**config.mk**
```make
export PLATFORM = sky130hd
export DESIGN_NAME = btn_conditioner_flat
export DESIGN_NICKNAME = d
export VERILOG_FILES = /design/src/rtl/goose_input_pkg.sv /design/src/rtl/btn_conditioner_if.sv /design/src/rtl/btn_debounce_ch.sv /design/src/rtl/btn_conditioner.sv /design/src/flat_wrapper.sv
export SDC_FILE = /design/constraint.sdc
export NUM_CORES = 1
export LEC_CHECK = 0
export CORE_ASPECT_RATIO = 1.75
export CORE_UTILIZATION = 55
export DETAILED_ROUTE_END_ITERATION = 6
export PLACE_DENSITY = 0.73
export SYNTH_ARGS = -nofsm -noshare
export SYNTH_HDL_FRONTEND = slang
export SYNTH_HIERARCHICAL = 1
export SYNTH_SLANG_ARGS = --single-unit
```
**constraint.sdc**
```tcl
create_clock -name clk -period 5.2 [get_ports clk]
set_clock_uncertainty 0.1 [all_clocks]
set_input_delay 1.56 -clock clk [delete_from_list [all_inputs] [get_ports clk]]
set_output_delay 1.56 -clock clk [all_outputs]
set_load 0.01 [all_outputs]
```
**src/rtl/goose_input_pkg.sv**
```systemverilog
// Shared constants for the goose game input path: default timing values,
// button channel indices and a small sizing helper.
package goose_input_pkg;

   localparam int DEFAULT_N_BTN           = 3;
   localparam int DEFAULT_DEBOUNCE_CYCLES = 1000000;   // 10 ms at 100 MHz
   localparam int DEFAULT_REPEAT_DELAY    = 30000000;  // 300 ms at 100 MHz
   localparam int DEFAULT_REPEAT_PERIOD   = 10000000;  // 100 ms at 100 MHz

   // Channel indices into the button vectors
   localparam int BTN_LEFT  = 0;
   localparam int BTN_RIGHT = 1;
   localparam int BTN_START = 2;

   // Larger of two integers, used to size shared timers
   function automatic int max_int(input int a, input int b);
      return (a > b) ? a : b;
   endfunction

endpackage

```
**src/rtl/btn_conditioner_if.sv**
```systemverilog
// Button bundle between the board pins and the game logic.
// btn_repeat only exists when BTN_CONDITIONER_REPEAT_EN is defined.
interface btn_conditioner_if
   import goose_input_pkg::*;
#(
   parameter int N_BTN = DEFAULT_N_BTN
);

   logic [N_BTN-1:0] btn_raw;
   logic [N_BTN-1:0] btn_level;
   logic [N_BTN-1:0] btn_press;
   logic [N_BTN-1:0] btn_release;
`ifdef BTN_CONDITIONER_REPEAT_EN
   logic [N_BTN-1:0] btn_repeat;
`endif

   // Pin side: drives the raw buttons, consumes the conditioned events
   modport master (
      output btn_raw,
      input  btn_level,
      input  btn_press,
      input  btn_release
`ifdef BTN_CONDITIONER_REPEAT_EN
      , input btn_repeat
`endif
   );

   // Conditioner side: samples the raw buttons, produces the events
   modport slave (
      input  btn_raw,
      output btn_level,
      output btn_press,
      output btn_release
`ifdef BTN_CONDITIONER_REPEAT_EN
      , output btn_repeat
`endif
   );

endinterface

```
**src/rtl/btn_debounce_ch.sv**
```systemverilog
// One button channel: two-flop synchronizer, stability counter, debounced
// level with press/release pulses, and (with BTN_CONDITIONER_REPEAT_EN)
// an auto-repeat timer.
module btn_debounce_ch
   import goose_input_pkg::*;
#(
   parameter int DEBOUNCE_CYCLES = DEFAULT_DEBOUNCE_CYCLES,
   parameter int REPEAT_DELAY    = DEFAULT_REPEAT_DELAY,
   parameter int REPEAT_PERIOD   = DEFAULT_REPEAT_PERIOD
)(
   input  logic clk,
   input  logic reset,       // raw active-low reset, clears the synchronizer
   input  logic core_reset,  // active-low reset with synchronous release
   input  logic raw,
   output logic level,
   output logic press_pulse,
   output logic release_pulse
`ifdef BTN_CONDITIONER_REPEAT_EN
   , output logic repeat_pulse
`endif
);

   localparam int CW = $clog2(DEBOUNCE_CYCLES + 1);
   localparam logic [CW-1:0] COUNT_LAST = CW'(DEBOUNCE_CYCLES - 1);

   logic          sync_meta_reg;
   logic          sync_reg;
   logic [CW-1:0] count_reg;
   logic          stable_reg;
   logic          press_reg;
   logic          release_reg;
   logic          differ;
   logic          accept;

   // The synchronizer runs from the raw reset so it starts sampling on the
   // first edge after release, keeping post-reset latency equal to the
   // normal press latency.
   always_ff @(posedge clk or negedge reset) begin
      if (!reset) begin
         sync_meta_reg <= 1'b0;
         sync_reg      <= 1'b0;
      end else begin
         sync_meta_reg <= raw;
         sync_reg      <= sync_meta_reg;
      end
   end

   assign differ = sync_reg ^ stable_reg;
   assign accept = differ && (count_reg == COUNT_LAST);

   // Count consecutive cycles of disagreement; any agreement restarts from 0
   always_ff @(posedge clk or negedge core_reset) begin
      if (!core_reset) begin
         count_reg <= '0;
      end else if (!differ || accept) begin
         count_reg <= '0;
      end else begin
         count_reg <= count_reg + 1'b1;
      end
   end

   // Accept the new level and emit the matching edge pulse on the same edge
   always_ff @(posedge clk or negedge core_reset) begin
      if (!core_reset) begin
         stable_reg  <= 1'b0;
         press_reg   <= 1'b0;
         release_reg <= 1'b0;
      end else begin
         if (accept) begin
            stable_reg <= ~stable_reg;
         end
         press_reg   <= accept & ~stable_reg;
         release_reg <= accept &  stable_reg;
      end
   end

   assign level         = stable_reg;
   assign press_pulse   = press_reg;
   assign release_pulse = release_reg;

`ifdef BTN_CONDITIONER_REPEAT_EN
   localparam int RW = $clog2(max_int(REPEAT_DELAY, REPEAT_PERIOD) + 1);

   logic [RW-1:0] rpt_cnt_reg;
   logic          rpt_reg;

   // Down-counter loaded at the press, reloaded with the period at each
   // repeat, held at 0 whenever the button is released or releasing.
   always_ff @(posedge clk or negedge core_reset) begin
      if (!core_reset) begin
         rpt_cnt_reg <= '0;
         rpt_reg     <= 1'b0;
      end else begin
         rpt_reg <= 1'b0;
         if (accept && !stable_reg) begin
            rpt_cnt_reg <= RW'(REPEAT_DELAY - 1);
         end else if (stable_reg && !accept) begin
            if (rpt_cnt_reg == '0) begin
               rpt_reg     <= 1'b1;
               rpt_cnt_reg <= RW'(REPEAT_PERIOD - 1);
            end else begin
               rpt_cnt_reg <= rpt_cnt_reg - 1'b1;
            end
         end else begin
            rpt_cnt_reg <= '0;
         end
      end
   end

   assign repeat_pulse = rpt_reg;
`endif

endmodule

```
**src/rtl/btn_conditioner.sv**
```systemverilog
// Button conditioner for the goose game: synchronizes, debounces and
// edge-detects N_BTN raw buttons. Define BTN_CONDITIONER_REPEAT_EN to add
// auto-repeat pulses on btn_repeat.
module btn_conditioner
   import goose_input_pkg::*;
#(
   parameter int N_BTN           = DEFAULT_N_BTN,
   parameter int DEBOUNCE_CYCLES = DEFAULT_DEBOUNCE_CYCLES,
   parameter int REPEAT_DELAY    = DEFAULT_REPEAT_DELAY,
   parameter int REPEAT_PERIOD   = DEFAULT_REPEAT_PERIOD
)(
   input  logic               clk,
   input  logic               reset,
   btn_conditioner_if.slave   bus
);

   logic rst_meta_reg;
   logic core_reset_reg;

   // Reset bridge: assertion is immediate, release is aligned to clk
   always_ff @(posedge clk or negedge reset) begin
      if (!reset) begin
         rst_meta_reg   <= 1'b0;
         core_reset_reg <= 1'b0;
      end else begin
         rst_meta_reg   <= 1'b1;
         core_reset_reg <= rst_meta_reg;
      end
   end

   for (genvar gi = 0; gi < N_BTN; gi++) begin : gen_ch
      btn_debounce_ch #(
         .DEBOUNCE_CYCLES (DEBOUNCE_CYCLES),
         .REPEAT_DELAY    (REPEAT_DELAY),
         .REPEAT_PERIOD   (REPEAT_PERIOD)
      ) u_ch (
         .clk           (clk),
         .reset         (reset),
         .core_reset    (core_reset_reg),
         .raw           (bus.btn_raw[gi]),
         .level         (bus.btn_level[gi]),
         .press_pulse   (bus.btn_press[gi]),
         .release_pulse (bus.btn_release[gi])
`ifdef BTN_CONDITIONER_REPEAT_EN
         , .repeat_pulse (bus.btn_repeat[gi])
`endif
      );
   end

endmodule

```
**src/flat_wrapper.sv**
```systemverilog
// flat-port wrapper written by rule: the top's interface ports become plain ports
module btn_conditioner_flat import goose_input_pkg::*;
#(
   parameter int N_BTN           = DEFAULT_N_BTN,
   parameter int DEBOUNCE_CYCLES = DEFAULT_DEBOUNCE_CYCLES,
   parameter int REPEAT_DELAY    = DEFAULT_REPEAT_DELAY,
   parameter int REPEAT_PERIOD   = DEFAULT_REPEAT_PERIOD
)
  (clk, reset, bus_btn_raw, bus_btn_level, bus_btn_press, bus_btn_release);
  btn_conditioner_if #(.N_BTN(N_BTN)) bus_i ();
  input  logic clk;
  input  logic reset;
  input wire logic [$bits(bus_i.btn_raw)-1:0] bus_btn_raw;
  output wire logic [$bits(bus_i.btn_level)-1:0] bus_btn_level;
  output wire logic [$bits(bus_i.btn_press)-1:0] bus_btn_press;
  output wire logic [$bits(bus_i.btn_release)-1:0] bus_btn_release;
  assign bus_i.btn_raw = bus_btn_raw;
  assign bus_btn_level = bus_i.btn_level;
  assign bus_btn_press = bus_i.btn_press;
  assign bus_btn_release = bus_i.btn_release;
  btn_conditioner #(.N_BTN(N_BTN), .DEBOUNCE_CYCLES(DEBOUNCE_CYCLES), .REPEAT_DELAY(REPEAT_DELAY), .REPEAT_PERIOD(REPEAT_PERIOD)) u_core (.clk(clk), .reset(reset), .bus(bus_i));
endmodule
```
==> reports/qor_table.md <==
| Quantity | Reported | Unit |
|---|---|---|
| Run status | finished clean | - |
| Hold_buf cts | 0 | - |
| Source of the critical timing path | u_core/gen_ch[2].u_ch/level | - |
| Antenna violations before repair | 0 | - |
| Mapped Avg Cell Area | 10.7 | um^2 |
| Clock insertion delay at the later pin of the skew report | 0.34 | ns |
| Critical-path cell list | clkdlybuf4s50_1 | - |
| R2r worst-path depth | 5 | - |
| Post-route cell area | 3980 | um^2 |
| Clk pin slew, worst setup/hold paths | 0.08 | ns |
| Number of stages on the worst setup path | 1 | - |
| Post-CTS Setup Inserts | 0 | - |
| Min Clock Period, post-route | 2.98 | ns |
| Proportion of synthesized flip-flops having asynchronous set or reset | 100 | % |
| Max-slew violations | 0 | - |
| Final antenna-violating net count | 0 | - |
| Commonest non-fill, non-tap cell in the layout | dfrtp_1 | - |
| Critical path endpoint | bus_btn_level[2] | - |
| Via count of the first global-routing pass | 2479 | - |
| Fraction of layout cells with a size suffix above 1 | 8.40 | % |
| Post-route setup TNS | 0 | ns |
| Flip-flop count of the largest register after layout | 60 | - |
| Final number of setup-violating endpoints | 0 | - |
| Crit path capture type | output pin | - |
| Gate count of the mapped netlist | 330 | - |
| Port-buffer cells | 13 | - |
| Leak | 1.60 | nW |
| Final period util | 57.3 | % |
| Critical-path top delay cell | clkdlybuf4s50_1 | - |
| Post-detailed-route via-to-cell ratio | 5.69 | - |
| Count of H-tree levels built during CTS | 3 | - |
| Share of the yosys chip area belonging to registers | 54.8 | % |
| Clock buffer count from CTS | 9 | - |
| Detailed-routing iteration count for the pre-antenna-repair pass | 4 | - |
| Synth-to-layout area growth | 13.0 | % |
| Most frequent cells in the layout | dfrtp_1 (76), nor2_1 (66), xnor2_1 (42) | - |
| Reg-to-reg critical path endpoint | u_core/gen_ch[2].u_ch/count_reg[3] | - |
| Worst path top cell family by delay | buffers and inverters | - |
| Count of routing violations after the opening detailed-route iteration | 140 | - |
| Total design power | 1.16 | mW |
| Max incr delay on CP | 0.56 | ns |
| Max capacitance violation total | 0 | - |
| Number of nets in the final layout | 360 | - |
| Y dimension of the die | 108 | um |
| Global-route wire length before repair | 11000 | um |
| Maximum buffer depth of the clock tree | 2 | - |
| Worst endpoint data arrival time | 1.32 | ns |
| Slew headroom | 54.9 | % |
| Horizontal die dimension | 62.5 | um |
| Largest voltage drop on the vdd net | 187 | uV |
| Number of warning messages in the yosys log | 6 | - |
| Final Wtd Congestion | 0.748 | - |
| Wire length per cell | 14.3 | um |
| Resized cells post-CTS | 0 | - |
| Count of boundary I/O pins | 14 | - |
| Slew at the pin closest to its max-slew limit | 0.676 | ns |
| Start-to-end type of the worst setup path | flip-flop to output pin | - |
| Area of the die | 6730 | um^2 |
| EDFF count, synth | 0 | - |
| Pin count of the biggest net entering global routing | 54 | - |
| Most used DFF post-synth | dfrtp_1 | - |
| Peak Freq | 336 | MHz |
| Critical Path Source Type | flip-flop | - |
| Number of flip-flops and latches in the synthesized netlist | 77 | - |
| Syn_nets | 338 | - |
| Maximum fanout along the worst path | 5 | - |
| Total power density per cell area | 291 | nW/um^2 |
| Worst-case register-to-register setup slack | 2.71 | ns |
| Sum of net half-perimeters after detailed placement | 4250 | um |
| Number of sinks handled by clock tree synthesis | 77 | - |
| DRC | 0 | - |
| Core region area | 6180 | um^2 |
| TritonCTS clock tree | yes | - |
| Overall routed net length | 6260 | um |
| Final antenna diode count | 0 | - |
| Cell area after synthesis | 3520 | um^2 |
| Number of hold violations in the final report | 0 | - |
| Type of the worst min-delay path | flip-flop to async pin | - |
| Layout Utilization | 64.3 | % |
| Congestion Overflow GR | 0 | - |
| # rows | 38 | - |
| Worst path buffer plus inverter count | 1 | - |
| Origin of the critical flop-to-flop path | u_core/gen_ch[2].u_ch/count_reg[0] | - |
| Unrepaired setup endpoints after global routing | no | - |
| Total cell area at the placement stage | 3740 | um^2 |
| Total global-route track usage | 21.2 | % |
| Yosys cell types | 27 | - |
| Starting Density | 56.9 | % |
| Routed via count | 2488 | - |
| Data required time at the worst endpoint | 3.54 | ns |
| Cell at the root of the clock tree | clkbuf_8 | - |
## stage by stage
step	cells	hold slack [ns]	setup WS, ns
floorplan	330	0.231	2.98
global placement	421	0.0849	2.61
detailed placement	421	0.0864	2.59
CTS	437	0.0899	2.19
global route	437	0.102	2.16
finish	437	0.0706	2.22
## Yosys cell counts (all sizes together) (6+ instances only)
cell type	instances	share of area (%)
dfrtp	77	55
nor2	66	7.0
xnor2	42	10
nand3	15	2.1
nor3	15	2.1
nor4	15	2.7
inv	12	1.3
nand4	12	2.1
and3	9	1.6
nand2	9	0.96
nor3b	6	1.3
o221ai	6	1.5
or4	6	1.6
xor2	6	1.5
## area by class of cell
cell class	count	area [um^2]
fillers	491	2210
flip-flops and latches	77	1930
well taps	80	100
repair buffers	14	138
clock inverters	5	81.3
multi-input cells	238	1530
clock buffers	11	151
inverters	12	45.0
## routing by layer
metal  GRT usage (%)  wire [um]  vias to the layer above
met5               0          0                        -
met4            9.63         70                        0
met3            4.77        158                        5
met2            36.0       3270                       37
met1            25.3       2760                     1245
li1                -          -                     1201
## cells by family (layout without fill, tap and decap cells)
group	count (synthesis)	after routing	share of synthesized area [%]
muxes	6	6	2.13
AOI/OAI and AO/OA	15	15	3.84
buffers and inverters	15	42	1.71
other	1	1	0.107
xor gates and xnor gates	48	48	11.9
and+or+nand+nor	165	165	24.4
adders and majority gates	3	3	1.07
DFF	77	77	54.8
## where the power goes
group	switching, mW	internal, mW	leakage, nW
registers	0.00984	0.607	1.05
logic	0.0208	0.00989	0.430
clock network	0.213	0.297	0.116
## how the worst min path moves through the flow
stage,slack [ns],to,cells after the start
after floorplan,0.23,u_core/core_reset_reg,0
after global placement,0.08,u_core/gen_ch[2].u_ch/count_reg[0],0
after detailed placement,0.09,u_core/gen_ch[0].u_ch/level,0
after CTS,0.09,u_core/gen_ch[2].u_ch/count_reg[0],0
after global routing,0.10,u_core/gen_ch[2].u_ch/count_reg[2],0
final,0.07,u_core/gen_ch[2].u_ch/level,0
Note: power is estimated with default switching activity, not from simulation.
